$ cat src/rtl/uart_pkg.sv
// Shared types and helpers for the UART core.
package uart_pkg;

    typedef enum logic [2:0] {
        RX_IDLE,
        RX_START,
        RX_DATA,
`ifdef UART_PARITY_EN
        RX_PARITY,
`endif
        RX_STOP
    } rx_state_e;

    typedef enum logic [2:0] {
        TX_IDLE,
        TX_START,
        TX_DATA,
`ifdef UART_PARITY_EN
        TX_PARITY,
`endif
        TX_STOP
    } tx_state_e;

    function automatic int default_div(input int clk_hz, input int baud, input int os);
        return clk_hz / (baud * os);
    endfunction

endpackage

$ cat src/rtl/uart_baud_gen.sv
// Baud tick generator: one-clock tick every D clocks, D = baud_div or default.
module uart_baud_gen #(
    parameter int DIV_W       = 16,
    parameter int DEFAULT_DIV = 27
) (
    input  logic             clk,
    input  logic             rst_n,
    input  logic [DIV_W-1:0] baud_div,
    output logic             tick
);

    localparam logic [DIV_W-1:0] ONE = DIV_W'(1);

    logic [DIV_W-1:0] div_eff;
    logic [DIV_W-1:0] div_last;
    logic [DIV_W-1:0] cnt_q, cnt_d;

    // >= rather than == so a shrinking divisor cannot strand the counter
    always_comb begin
        div_eff  = (baud_div == '0) ? DIV_W'(DEFAULT_DIV) : baud_div;
        div_last = div_eff - ONE;
        tick     = (cnt_q == div_last);
        cnt_d    = (cnt_q >= div_last) ? '0 : cnt_q + ONE;
    end

    always_ff @(posedge clk or negedge rst_n) begin
        if (!rst_n) cnt_q <= '0;
        else        cnt_q <= cnt_d;
    end

endmodule

$ cat src/rtl/uart_core.sv
// UART core: oversampling RX and TX with valid/ready handshakes.
// Define UART_PARITY_EN to add a parity bit (parity_odd selects odd).
module uart_core
    import uart_pkg::*;
#(
    parameter int CLOCK_FREQ = 50_000_000,
    parameter int BAUD       = 115200,
    parameter int DBIT       = 8,
    parameter int OVERSAMPLE = 16,
    parameter int DIV_W      = 16
) (
    input  logic             clk,
    input  logic             rst_n,
    input  logic [DIV_W-1:0] baud_div,
    input  logic             parity_odd,
    input  logic             rx,
    output logic [DBIT-1:0]  rx_data,
    output logic             rx_valid,
    input  logic             rx_ready,
    output logic             rx_frame_err,
    output logic             rx_parity_err,
    output logic             rx_overrun,
    input  logic             tx_valid,
    output logic             tx_ready,
    input  logic [DBIT-1:0]  tx_data,
    output logic             tx,
    output logic             tx_done
);

    localparam int DEFAULT_DIV = default_div(CLOCK_FREQ, BAUD, OVERSAMPLE);
    localparam int OS_W  = $clog2(OVERSAMPLE);
    localparam int BIT_W = $clog2(DBIT);
    localparam logic [OS_W-1:0]  OS_LAST  = OS_W'(OVERSAMPLE - 1);
    localparam logic [OS_W-1:0]  OS_MID   = OS_W'(OVERSAMPLE / 2 - 1);
    localparam logic [OS_W-1:0]  OS_ONE   = OS_W'(1);
    localparam logic [BIT_W-1:0] BIT_LAST = BIT_W'(DBIT - 1);
    localparam logic [BIT_W-1:0] BIT_ONE  = BIT_W'(1);

    logic tick;

    uart_baud_gen #(
        .DIV_W       (DIV_W),
        .DEFAULT_DIV (DEFAULT_DIV)
    ) u_baud (
        .clk      (clk),
        .rst_n    (rst_n),
        .baud_div (baud_div),
        .tick     (tick)
    );

    logic [1:0]       sync_q;
    logic             rx_s;
    rx_state_e        rx_state_q, rx_state_d;
    logic [OS_W-1:0]  rx_os_q, rx_os_d;
    logic [BIT_W-1:0] rx_bit_q, rx_bit_d;
    logic [DBIT-1:0]  rx_sh_q, rx_sh_d;
    logic             rx_arm_q, rx_arm_d;
    logic [DBIT-1:0]  rx_data_q, rx_data_d;
    logic             rx_valid_q, rx_valid_d;
    logic             rx_ferr_q, rx_ferr_d;
    logic             rx_perr_q, rx_perr_d;
    logic             rx_ovr_q, rx_ovr_d;
    logic             rx_end;
    logic             frame_perr;

    tx_state_e        tx_state_q, tx_state_d;
    logic [OS_W-1:0]  tx_os_q, tx_os_d;
    logic [BIT_W-1:0] tx_bit_q, tx_bit_d;
    logic [DBIT-1:0]  tx_sh_q, tx_sh_d;
    logic             tx_go_q, tx_go_d;
    logic             tx_q, tx_d;
    logic             tx_done_q, tx_done_d;

`ifdef UART_PARITY_EN
    logic rx_pchk_q, rx_pchk_d;
    logic tx_par_q, tx_par_d;
    assign frame_perr = rx_pchk_q;
`else
    logic unused_parity;
    assign unused_parity = parity_odd;
    assign frame_perr    = 1'b0;
`endif

    assign rx_s = sync_q[1];

    always_comb begin
        rx_state_d = rx_state_q;
        rx_os_d    = rx_os_q;
        rx_bit_d   = rx_bit_q;
        rx_sh_d    = rx_sh_q;
        rx_arm_d   = rx_arm_q;
        rx_data_d  = rx_data_q;
        rx_valid_d = rx_valid_q;
        rx_ferr_d  = rx_ferr_q;
        rx_perr_d  = rx_perr_q;
        rx_ovr_d   = 1'b0;
        rx_end     = 1'b0;
`ifdef UART_PARITY_EN
        rx_pchk_d  = rx_pchk_q;
`endif
        if (rx_valid_q && rx_ready) begin
            rx_valid_d = 1'b0;
            rx_ferr_d  = 1'b0;
            rx_perr_d  = 1'b0;
        end
        unique case (rx_state_q)
            RX_IDLE: begin
                rx_os_d  = '0;
                rx_bit_d = '0;
`ifdef UART_PARITY_EN
                rx_pchk_d = 1'b0;
`endif
                // a held-low line (break) must go high before re-arming
                if (rx_s)          rx_arm_d   = 1'b1;
                else if (rx_arm_q) rx_state_d = RX_START;
            end
            RX_START: if (tick) begin
                if (rx_os_q == OS_MID) begin
                    rx_os_d    = '0;
                    rx_state_d = rx_s ? RX_IDLE : RX_DATA;
                end else begin
                    rx_os_d = rx_os_q + OS_ONE;
                end
            end
            RX_DATA: if (tick) begin
                if (rx_os_q == OS_LAST) begin
                    rx_os_d  = '0;
                    rx_sh_d  = {rx_s, rx_sh_q[DBIT-1:1]};
                    rx_bit_d = rx_bit_q + BIT_ONE;
                    if (rx_bit_q == BIT_LAST) begin
`ifdef UART_PARITY_EN
                        rx_state_d = RX_PARITY;
`else
                        rx_state_d = RX_STOP;
`endif
                    end
                end else begin
                    rx_os_d = rx_os_q + OS_ONE;
                end
            end
`ifdef UART_PARITY_EN
            RX_PARITY: if (tick) begin
                if (rx_os_q == OS_LAST) begin
                    rx_os_d    = '0;
                    rx_pchk_d  = rx_s ^ (^rx_sh_q) ^ parity_odd;
                    rx_state_d = RX_STOP;
                end else begin
                    rx_os_d = rx_os_q + OS_ONE;
                end
            end
`endif
            RX_STOP: if (tick) begin
                if (rx_os_q == OS_LAST) begin
                    rx_os_d    = '0;
                    rx_end     = 1'b1;
                    rx_state_d = RX_IDLE;
                    if (!rx_s) rx_arm_d = 1'b0;
                end else begin
                    rx_os_d = rx_os_q + OS_ONE;
                end
            end
            default: rx_state_d = RX_IDLE;
        endcase
        if (rx_end) begin
            if (rx_valid_q) begin
                rx_ovr_d = 1'b1;
            end else begin
                rx_data_d  = rx_sh_q;
                rx_ferr_d  = ~rx_s;
                rx_perr_d  = frame_perr;
                rx_valid_d = 1'b1;
            end
        end
    end

    always_comb begin
        tx_state_d = tx_state_q;
        tx_os_d    = tx_os_q;
        tx_bit_d   = tx_bit_q;
        tx_sh_d    = tx_sh_q;
        tx_go_d    = tx_go_q;
        tx_done_d  = 1'b0;
`ifdef UART_PARITY_EN
        tx_par_d   = tx_par_q;
`endif
        unique case (tx_state_q)
            TX_IDLE: if (tx_valid) begin
                tx_sh_d    = tx_data;
                tx_os_d    = '0;
                tx_bit_d   = '0;
                tx_go_d    = 1'b0;
`ifdef UART_PARITY_EN
                tx_par_d   = (^tx_data) ^ parity_odd;
`endif
                tx_state_d = TX_START;
            end
            TX_START: if (tick) begin
                // line stays high until the first tick after acceptance
                if (!tx_go_q) begin
                    tx_go_d = 1'b1;
                    tx_os_d = '0;
                end else if (tx_os_q == OS_LAST) begin
                    tx_os_d    = '0;
                    tx_state_d = TX_DATA;
                end else begin
                    tx_os_d = tx_os_q + OS_ONE;
                end
            end
            TX_DATA: if (tick) begin
                if (tx_os_q == OS_LAST) begin
                    tx_os_d  = '0;
                    tx_sh_d  = {1'b0, tx_sh_q[DBIT-1:1]};
                    tx_bit_d = tx_bit_q + BIT_ONE;
                    if (tx_bit_q == BIT_LAST) begin
`ifdef UART_PARITY_EN
                        tx_state_d = TX_PARITY;
`else
                        tx_state_d = TX_STOP;
`endif
                    end
                end else begin
                    tx_os_d = tx_os_q + OS_ONE;
                end
            end
`ifdef UART_PARITY_EN
            TX_PARITY: if (tick) begin
                if (tx_os_q == OS_LAST) begin
                    tx_os_d    = '0;
                    tx_state_d = TX_STOP;
                end else begin
                    tx_os_d = tx_os_q + OS_ONE;
                end
            end
`endif
            TX_STOP: if (tick) begin
                if (tx_os_q == OS_LAST) begin
                    tx_os_d    = '0;
                    tx_done_d  = 1'b1;
                    tx_state_d = TX_IDLE;
                end else begin
                    tx_os_d = tx_os_q + OS_ONE;
                end
            end
            default: tx_state_d = TX_IDLE;
        endcase
        unique case (tx_state_d)
            TX_START:  tx_d = ~tx_go_d;
            TX_DATA:   tx_d = tx_sh_d[0];
`ifdef UART_PARITY_EN
            TX_PARITY: tx_d = tx_par_d;
`endif
            default:   tx_d = 1'b1;
        endcase
    end

    always_ff @(posedge clk or negedge rst_n) begin
        if (!rst_n) begin
            sync_q     <= 2'b11;
            rx_state_q <= RX_IDLE;
            rx_os_q    <= '0;
            rx_bit_q   <= '0;
            rx_sh_q    <= '0;
            rx_arm_q   <= 1'b1;
            rx_data_q  <= '0;
            rx_valid_q <= 1'b0;
            rx_ferr_q  <= 1'b0;
            rx_perr_q  <= 1'b0;
            rx_ovr_q   <= 1'b0;
            tx_state_q <= TX_IDLE;
            tx_os_q    <= '0;
            tx_bit_q   <= '0;
            tx_sh_q    <= '0;
            tx_go_q    <= 1'b0;
            tx_q       <= 1'b1;
            tx_done_q  <= 1'b0;
        end else begin
            sync_q     <= {sync_q[0], rx};
            rx_state_q <= rx_state_d;
            rx_os_q    <= rx_os_d;
            rx_bit_q   <= rx_bit_d;
            rx_sh_q    <= rx_sh_d;
            rx_arm_q   <= rx_arm_d;
            rx_data_q  <= rx_data_d;
            rx_valid_q <= rx_valid_d;
            rx_ferr_q  <= rx_ferr_d;
            rx_perr_q  <= rx_perr_d;
            rx_ovr_q   <= rx_ovr_d;
            tx_state_q <= tx_state_d;
            tx_os_q    <= tx_os_d;
            tx_bit_q   <= tx_bit_d;
            tx_sh_q    <= tx_sh_d;
            tx_go_q    <= tx_go_d;
            tx_q       <= tx_d;
            tx_done_q  <= tx_done_d;
        end
    end

`ifdef UART_PARITY_EN
    always_ff @(posedge clk or negedge rst_n) begin
        if (!rst_n) begin
            rx_pchk_q <= 1'b0;
            tx_par_q  <= 1'b0;
        end else begin
            rx_pchk_q <= rx_pchk_d;
            tx_par_q  <= tx_par_d;
        end
    end
`endif

    assign rx_data       = rx_data_q;
    assign rx_valid      = rx_valid_q;
    assign rx_frame_err  = rx_ferr_q;
    assign rx_parity_err = rx_perr_q;
    assign rx_overrun    = rx_ovr_q;
    assign tx_ready      = (tx_state_q == TX_IDLE);
    assign tx            = tx_q;
    assign tx_done       = tx_done_q;

endmodule

$ cat config.mk
export PLATFORM = sky130hd
export DESIGN_NAME = uart_core
export DESIGN_NICKNAME = d
export VERILOG_FILES = /design/src/rtl/uart_pkg.sv /design/src/rtl/uart_baud_gen.sv /design/src/rtl/uart_core.sv
export SDC_FILE = /design/constraint.sdc
export NUM_CORES = 1
export LEC_CHECK = 0
export BUFFER_PORTS_ARGS = -buffer_cell sky130_fd_sc_hd__clkbuf_2
export CAP_MARGIN = 20
export CELL_PAD_IN_SITES_DETAIL_PLACEMENT = 2
export CELL_PAD_IN_SITES_GLOBAL_PLACEMENT = 2
export CORE_AREA = 5 5 105 107
export DETAILED_ROUTE_END_ITERATION = 16
export DIE_AREA = 0 0 110 112
export GPL_ROUTABILITY_DRIVEN = 0
export GPL_TIMING_DRIVEN = 0
export PLACE_DENSITY_LB_ADDON = 0.1
export SYNTH_ARGS = -nofsm -noshare
export SYNTH_HDL_FRONTEND = slang
export SYNTH_SLANG_ARGS = --single-unit
$ cat constraint.sdc
create_clock -name clk -period 7.3 [get_ports clk]
set_clock_uncertainty 0.2 [all_clocks]
set_input_delay 2.19 -clock clk [delete_from_list [all_inputs] [get_ports clk]]
set_output_delay 2.19 -clock clk [all_outputs]
set_load 0.01 [all_outputs]
* After elaboration in Yosys (flattened, before gate mapping) *
Index checks and enable logic that the tools add are counted.

storage, ports and cells
  register bits after elaboration = 70
  input bits = 30
  output and inout port bits = 15
  word-level logic and storage cells = 151

operators by class
  add/sub/neg operators = 6
  order comparisons = 1
  eq/ne operators = 31
  muxes and demuxes = 71
  bitwise logic cells = 3
  reduce and logical (&&, ||, !) cells = 19

operators by type and width
  kind                                                number
  two-way mux 3 bit                                   23
  two-way mux 4 bit                                   9
  two-way mux 16 bit                                  2
  != test 2 bit, second input constant                15
  two-way mux 8 bit                                   3
  one-hot mux 3 bit (4 select lines)                  2
  one-hot mux 4 bit (3 select lines)                  2
  two-way mux 1 bit                                   23
  adder 16 x 1 -> 16 bit, second input constant       1
  == test 16 bit                                      1
  >= comparator 16 bit                                1
  zero test 16 bit                                    1
  one-hot mux 8 bit (2 select lines)                  1
  subtractor 16 x 1 -> 16 bit, second input constant  1
  == test 3 x 2 -> 1 bit, second input constant       5
  one-hot mux 3 bit (2 select lines)                  2
  == test 3 x 1 -> 1 bit, second input constant       3
  AND reduction 3 bit                                 3
  AND reduction 9 bit                                 1
  adder 4 x 1 -> 4 bit, second input constant         2
  == test 4 bit, second input constant                2
  AND reduction 4 bit                                 2
  adder 3 x 1 -> 3 bit, second input constant         2
  == test 3 bit, second input constant                2
  12 further kinds                                    22

* Logic depth before layout (Yosys ltp) *
Gate-level depths: netlist of run 1.

  depth after elaboration = 8
  mapped depth = 17

* Hierarchy *
From an unflattened synthesis of run 1, not the netlist that was laid out.

unflattened totals
  cell total of the unflattened synthesis = 377
  area, all modules = 3,945.0 sq um

by module, submodules not included
  module         times used  cells each  area an instance (sq um)  sequential area each (sq um)
  uart_core      1           213         2,429.8                   1,331.3
  uart_baud_gen  1           164         1,515.2                   400.4

* Least setup slack after synthesis of run 1 *
No wires, ideal clock.

  kind = in2reg
  start = in baud_div[0]
  end = reg rx_sh_q[0]
  setup time = 125 ps
  arrival = 5,535 ps
  required time = 6,975 ps
  path slack = 1,440 ps
  stages on the path = 15
  path buffers = 2
  cells stage by stage = inv_1 > ha_1 > or4b_2 > nor3_1 > a21oi_2 > nand2_1 > nor4_2 > xnor2_1 > ha_1 > nand4_2 > or4_1 > buf_2 > or3_1 > buf_6 > mux2_4

on the way
  longest elaborated chain between the ends = 5

ends and longest elaborated chain
  element                            line                 source
  start, declared                    uart_core.sv:14      input logic [DIV_W-1:0] baud_div,
  zero test 16 bit                   uart_baud_gen.sv:20  div_eff = (baud_div == '0) ? DIV_W'(DEFAULT_DIV) : baud_div;
  two-way mux 16 bit (*)             uart_baud_gen.sv:20
  subtractor 16 x 1 -> 16 bit (*)    uart_baud_gen.sv:21  div_last = div_eff - ONE;
  == test 16 bit (*)                 uart_baud_gen.sv:22  tick = (cnt_q == div_last);
  AND reduction 3 bit (no line) (*)  -
  end signal, assigned               uart_core.sv:281     rx_sh_q <= rx_sh_d;
  end, declared                      uart_core.sv:56      logic [DBIT-1:0] rx_sh_q, rx_sh_d;

Mark *: on every way between the ends. The rest lies on a longest branch, timed or not.
A chain may end at the register's enable or synchronous reset.

* Worst setup path after layout of run 1 *
  start = in baud_div[0]
  end = reg tx_q, in the netlist tx

on the way
  longest elaborated chain between the ends = 8
  elaborated cells on any way between the ends = 16
  those cells by class = add/sub: 1; eq/ne: 3; mux: 10; bitwise: 1; reduce/logical: 1

ends and longest elaborated chain
  element                                                           line                                                  source
  zero test 16 bit                                                  uart_baud_gen.sv:20
  two-way mux 16 bit (*)                                            uart_baud_gen.sv:20
  subtractor 16 x 1 -> 16 bit (*)                                   uart_baud_gen.sv:21
  == test 16 bit (*)                                                uart_baud_gen.sv:22
  two-way mux 3 bit (on tied branches)                              uart_core.sv:235, uart_core.sv:197, uart_core.sv:209
  one-hot mux 3 bit (4 select lines) (*)                            uart_core.sv:186                                      unique case (tx_state_q)
  via tx_state_d[1]                                                 uart_core.sv:66                                       tx_state_e tx_state_q, tx_state_d;
  == test 3 x 2 -> 1 bit or == test 3 x 1 -> 1 bit (tied branches)  uart_core.sv:246                                      unique case (tx_state_d)
  one-hot mux 1 bit (2 select lines) (*)                            uart_core.sv:246
  via tx_d                                                          uart_core.sv:71                                       logic tx_q, tx_d;
  end signal, assigned                                              uart_core.sv:293                                      tx_q <= tx_d;
  end, declared                                                     uart_core.sv:71

Mark *: on every way through the listed nets, which the timed path passes. The rest lies on a longest branch. The select of a mux whose other input is x is not followed.

==> impl_metrics.csv, run 1 <==
group,metric,value,unit
outcome,status,"finished, final reports clean",
clock_tree,ctsHoldBuffers,0,
logic_synthesis,ys_warn_count,0,
logic_synthesis,synth.ff_latch_count,69,
worst_setup_path,cp-start-kind,"primary input",
worst_setup_path,criticalPathCategory,"primary input to flip-flop",
logic_synthesis,synth_cell_types,48,
worst_setup_path,crit_start,"baud_div[0]",
timing,min_period_over_period,85.3,%
route,postRouteAntennaNets,0,
place,numPortBuffers,43,
route,vias_per_cell,5.20,
route,wl,9.98,mm
timing,fmax,0.161,GHz
clock_tree,htree_levels,3,
clock_tree,clk_pin_slew,80,ps
worst_setup_path,arrival,6300,ps
global_route,grt_pass1_vias,3557,
route,routedWlPerCell,16.6,um
timing,worst_slew_pin_slew,1010,ps
place,dp.cells,585,
final_layout,mostFrequentLayoutCells,"69 x nand2_1, 65 x dfrtp_1, 45 x nor2_1, 42 x clkbuf_2, 24 x ha_1",
route,first_iter_violations,62,
worst_setup_path,cp_max_fo,5,
final_layout,synthToLayoutAreaGrowth,15.4,%
floorplanning,fp.dieH,112,um
timing,finalHoldViolCount,0,
worst_setup_path,required,7380,ps
floorplanning,die_width,110,um
timing,relSlewSlack,32.4,%
route,top_layer_used,"met4",
logic_synthesis,netlist_instances,405,
timing,fin_setup_tns,0,ps
global_route,grt_pass1_wl,17.4,mm
logic_synthesis,syn_area_per_cell,9.50,sq um
min_path,holdCritPathClass,"flip-flop to flip-flop",
logic_synthesis,ys_seq_area_share,45.0,%
floorplanning,core-area,10000,sq um
floorplanning,die_area,12300,sq um
min_path,min_from,"sync_q[0]",
final_layout,final_util,44.2,%
logic_synthesis,synth_edf_count,0,
timing,rsz0062_at_grt,"no",
clock_tree,clock-sinks,69,
global_route,antenna_found_initial,0,
clock_tree,numCtsBuffers,9,
clock_tree,post_cts_buffers,0,
timing,final_max_slew_viol_count,0,
final_layout,drive_gt1_share,18.7,%
floorplanning,pin_count,45,
timing,period_needed,6220,ps
final_layout,fin_nets,514,
final_layout,antenna_cells,0,
clock_tree,cts_tree,"yes",
logic_synthesis,async_reset_ff_share,100,%
power_and_ir_drop,peakVddDrop,101,uV
clock_tree,clk_latency,350,ps
route,wl_met1,4.60,mm
global_route,track_usage,17.8,%
global_route,grt_overflow,0,
clock_tree,clockBufferDepth,2,
route,drt-pass1-iter-count,4,
power_and_ir_drop,power.leakage,2.15,nW
global_route,grt_max_degree,37,
route,vias,3128,
power_and_ir_drop,power.density,198,nW/um^2
clock_tree,root_buffer,"clkbuf_8",
floorplanning,initial_core_util,38.3,%
logic_synthesis,synth_area,3850,sq um
place,dp_hpwl,7.58,mm
final_layout,layout.cells.most_common,"nand2_1",
final_layout,layout.cells.non_filler,601,
logic_synthesis,synth_nets,459,
worst_setup_path,worstReg2RegStart,"u_baud.cnt_q[14]",
route,wl_met3,272,um
timing,final-setup-viol-count,0,
clock_tree,post_cts_resized,0,
power_and_ir_drop,power,0.000879,W
logic_synthesis,synthFlopType,"dfrtp_1",
floorplanning,num_rows,37,
worst_setup_path,endpoint_kind,"flip-flop",
route,post-route-drc-count,0,
route,dr_wl_met2,4.98,mm
run,cap_viol_max_count,0,
[cells in the mapped netlist (all sizes together), types with 2 or more instances]
cell	number	area [sq um]
dfrtp	65	1630
dfstp	4	105
and3	8	52.6
or4	2	15.0
a22oi	9	67.6
nand2	69	259
xor2	12	105
nand3b	4	30.0
nor2	45	169
a41oi	2	17.5
nor3	9	45.0
clkbuf	9	43.8
o31ai	3	22.5
nand2b	6	37.5
ha	24	300
o31a	2	17.5
a21oi	15	78.8
nor4	6	50.0
nand4	9	68.8
a211oi	2	15.0
mux2	9	131
and2	4	25.0
xnor2	13	114
or3	6	37.5
buf	4	26.3
a21o	10	76.3
mux2i	2	20.0
inv	9	33.8
o21ai	17	85.1
nand3	14	70.1
o21a	3	22.5
[state kept, by name, indices dropped and copies added, names as in the netlist]
register,count
tx,1
rx_arm_q,1
tx_state_q,3
rx_overrun,1
tx_sh_q,8
rx_bit_q,3
sync_q,2
tx_done,1
rx_sh_q,8
u_baud.cnt_q,16
rx_valid,1
rx_frame_err,1
rx_parity_err,1
tx_go_q,1
rx_state_q,2
rx_data,8
rx_os_q,4
tx_bit_q,3
tx_os_q,4
[cell type report]
cell class                 count  area, sq um
fill                        1151         5610
multi-input combinational    314         2010
sequential                    69         1730
timing repair buffer          44          238
tap                          136          170
clock buffer                   9          124
buffer                        13         70.1
clock inverter                 7         60.1
inverter                       9         33.8
[cell families after synthesis]
group,share of synthesized area [%]
AO/OA/AOI/OAI,11.4
flip-flops,45.0
adder cells (fa/ha/maj),7.80
multiplexers,3.94
AND/OR/NAND/NOR,23.3
buffers and inverters,2.70
XOR/XNOR,5.69
other,0.0975
[metal layers]
metal | up-vias | GRT usage [%]
li1 | 1527 | -
met1 | 1553 | 22.2
met2 | 39 | 30.4
met3 | 9 | 3.71
met4 | 0 | 5.65
met5 | - | 0
[metrics by stage]
stage | hold WS, ps | worst slack [ps] | instance area, sq um
after floorplan | 145 | 1440 | 3850
after global placement | 147 | 701 | 4230
after global routing | 168 | 590 | 4440
after CTS | 160 | 1060 | 4440
after detailed placement | 147 | 657 | 4260
final | 159 | 1080 | 4440
[worst paths after layout]
check                        endpoint  slack [ps]  depth (start not counted)
hold reg to reg             sync_q[1]         160                          0
setup / recovery                   tx        1080                         16
min in group asynchronous  rx_data[0]        1610                          1
setup reg to reg                   tx        4220                          7
hold / removal              sync_q[1]         160                          0
max in group asynchronous    rx_arm_q        4650                          2
[power by group]
| part | switching [W] | internal [W] | total (W) | leakage (nW) |
|---|---|---|---|---|
| Combinational | 0.0000747 | 0.0000591 | 0.000134 | 1.15 |
| Sequential | 0.0000335 | 0.000415 | 0.000448 | 0.917 |
| Clock | 0.000169 | 0.000128 | 0.000296 | 0.0840 |
| Total | 0.000277 | 0.000602 | 0.000879 | 2.15 |
[critical path, cell delays in order]
cell	delay (ps)
clkbuf_2	100
inv_1	60
ha_1	150
or4b_2	590
nor3_1	320
a21oi_2	150
nand2_1	200
nor4_2	70
xnor2_1	140
ha_1	320
nand4_2	190
nor4_1	900
nand3_1	190
mux2i_1	160
nor2_1	210
mux2_2	370
(Power assumes the default switching activity.)
==> run 2: changes to the inputs <==
--- a/config.mk
+++ b/config.mk
@@ -9,9 +9,9 @@
 export CAP_MARGIN = 20
 export CELL_PAD_IN_SITES_DETAIL_PLACEMENT = 2
 export CELL_PAD_IN_SITES_GLOBAL_PLACEMENT = 2
-export CORE_AREA = 5 5 105 107
+export CORE_AREA = 5 5 114 116
 export DETAILED_ROUTE_END_ITERATION = 16
-export DIE_AREA = 0 0 110 112
+export DIE_AREA = 0 0 119 121
 export GPL_ROUTABILITY_DRIVEN = 0
 export GPL_TIMING_DRIVEN = 0
 export PLACE_DENSITY_LB_ADDON = 0.1
==> constraint.sdc (replaced) <==
create_clock -name clk -period 5.5 [get_ports clk]
set_clock_uncertainty 0.2 [all_clocks]
set_input_delay 1.65 -clock clk [delete_from_list [all_inputs] [get_ports clk]]
set_output_delay 1.65 -clock clk [all_outputs]
set_load 0.01 [all_outputs]
==> run 2 against run 1 <==
Against the previous run: die area is 17% higher; largest cell class unchanged; first-iteration DRC count grew 31%; worst hold slack got worse by 2.5 ps; flip-flop and latch count is the same; routed wire length is 0.10% higher.
==> impl_metrics.csv, run 2 (synthesized netlist as in run 1, its figures left out) <==
group,metric,value,unit
outcome,status,"finished, final reports clean",
min_path,holdCritPathClass,"flip-flop to flip-flop",
worst_setup_path,cp_max_fo,8,
route,wl_met3,304,um
timing,setup_slack,141,ps
timing,worst_slew_pin_slew,632,ps
final_layout,synthToLayoutAreaGrowth,23.0,%
final_layout,antenna_cells,0,
clock_tree,clock-sinks,69,
place,numPortBuffers,43,
clock_tree,numCtsBuffers,9,
timing,fmax,0.187,GHz
global_route,grt_overflow,0,
clock_tree,ctsHoldBuffers,0,
power_and_ir_drop,p_int,0.00102,W
clock_tree,cts_tree,"yes",
power_and_ir_drop,switching_share,26.3,%
route,wl_met1,4.64,mm
power_and_ir_drop,p_comb_share,13.6,%
global_route,grt_pass1_wl,17.0,mm
worst_setup_path,required,5520,ps
place,pre_cts_slack,-743,ps
floorplanning,fp.dieH,121,um
floorplanning,initial_core_util,32.6,%
floorplanning,die_width,119,um
final_layout,design_area,4730,sq um
worst_setup_path,arrival,5380,ps
power_and_ir_drop,peakVddDrop,179,uV
route,wl,9.99,mm
timing,fin_setup_tns,0,ps
power_and_ir_drop,p_clk_share,43.1,%
route,first_iter_violations,81,
place,dp.cells,597,
final_layout,layout.cells.non_filler,615,
timing,finalHoldViolCount,0,
route,drt-pass1-iter-count,4,
timing,min_period_over_period,97.4,%
global_route,grt_pass1_vias,3436,
clock_tree,clockBufferDepth,2,
final_layout,layout.cells.most_common,"nand2_1",
place,dpl_cell_area,4280,sq um
timing,period_needed,5360,ps
clock_tree,root_buffer,"clkbuf_16",
final_layout,fin_nets,517,
power_and_ir_drop,power.density,293,nW/um^2
worst_setup_path,endpoint_kind,"flip-flop",
route,top_layer_used,"met4",
clock_tree,htree_levels,3,
power_and_ir_drop,power_switching,0.000364,W
power_and_ir_drop,power.leakage,2.29,nW
final_layout,top_register,"u_baud.cnt_q",
route,postRouteAntennaNets,0,
route,dr_wl_met2,4.91,mm
route,post-route-drc-count,0,
clock_tree,clk_pin_slew,50,ps
timing,holdWs,156,ps
floorplanning,num_rows,40,
route,vias,3176,
timing,final-setup-viol-count,0,
route,vias_per_cell,5.16,
floorplanning,die_area,14400,sq um
floorplanning,pin_count,45,
global_route,grt_max_degree,44,
final_layout,drive_gt1_share,21.6,%
place,dp_hpwl,7.51,mm
worst_setup_path,cp-start-kind,"primary input",
timing,final_max_slew_viol_count,0,
timing,rsz0062_at_grt,"no",
timing,relSlewSlack,57.6,%
run,cap_viol_max_count,0,
global_route,antenna_found_initial,0,
floorplanning,core-area,11800,sq um
clock_tree,clk_latency,330,ps
worst_setup_path,r2r_slack,2630,ps
power_and_ir_drop,p_seq_share,43.3,%
global_route,track_usage,14.7,%
final_layout,largest_reg_flops,16,
worst_setup_path,criticalPathCategory,"primary input to flip-flop",
final_layout,mostFrequentLayoutCells,"68 x nand2_1, 65 x dfrtp_1, 44 x clkbuf_2, 43 x nor2_1, 24 x ha_1",
route,routedWlPerCell,16.2,um
-- run 2: power by group through the flow --
stage                     registers (W)  logic [W]  clock network, W
after CTS                      0.000600   0.000189          0.000624
after global placement         0.000606   0.000169                 0
final                          0.000599   0.000188          0.000597
after global routing           0.000605   0.000216          0.000650
after floorplan                0.000592   0.000122                 0
after detailed placement       0.000608   0.000184                 0
-- run 2: critical path, cell delays in order --
cell      delay, ps
clkbuf_2        110
or3_1           430
or3_1           400
a21o_1          200
or3_1           360
nor2_1          140
xnor2_1          80
ha_1            310
nand4_4         130
or4_1           540
buf_2           200
or3_1           370
buf_6           160
mux2_4          300
-- run 2: per-stage QoR --
stage	power, W	util [%]
finish	0.00138	40.1
global route	0.00147	40.1
CTS	0.00141	39.3
detailed placement	0.000792	36.3
global placement	0.000774	36.0
floorplan	0.000713	-
-- run 2: routing by layer --
metal | vias to the layer above | track usage [%]
met3 | 9 | 4.01
met5 | - | 0
met2 | 38 | 24.9
li1 | 1538 | -
met1 | 1591 | 18.2
met4 | 0 | 4.78
-- run 2: area by class of cell --
type	instances	area [sq um]
Fill cell	1276	7080
Multi-Input combinational cell	314	2130
Sequential cell	69	1730
Clock buffer	13	270
Timing Repair Buffer	47	265
Tap cell	147	184
Buffer	13	78.8
Clock inverter	3	42.5
Inverter	9	33.8
-- run 2: timing repair --
item / 4_1_cts / 5_1_grt
resized for setup: 9 / 15
endpoints found under the setup margin: 22 / 31
buffers inserted: 0 / 2
pin swaps: 1 / 5
-- run 2: path summary, 6_finish.rpt --
path                                       from         end  cells after the start
max in group asynchronous                 rst_n          tx                      2
worst max register to register  u_baud.cnt_q[0]  rx_sh_q[3]                      8
min in group asynchronous                 rst_n  rx_data[4]                      1
worst min register to register        sync_q[0]   sync_q[1]                      0
worst min-delay path                  sync_q[0]   sync_q[1]                      0
worst max-delay path                baud_div[0]  rx_sh_q[3]                     14
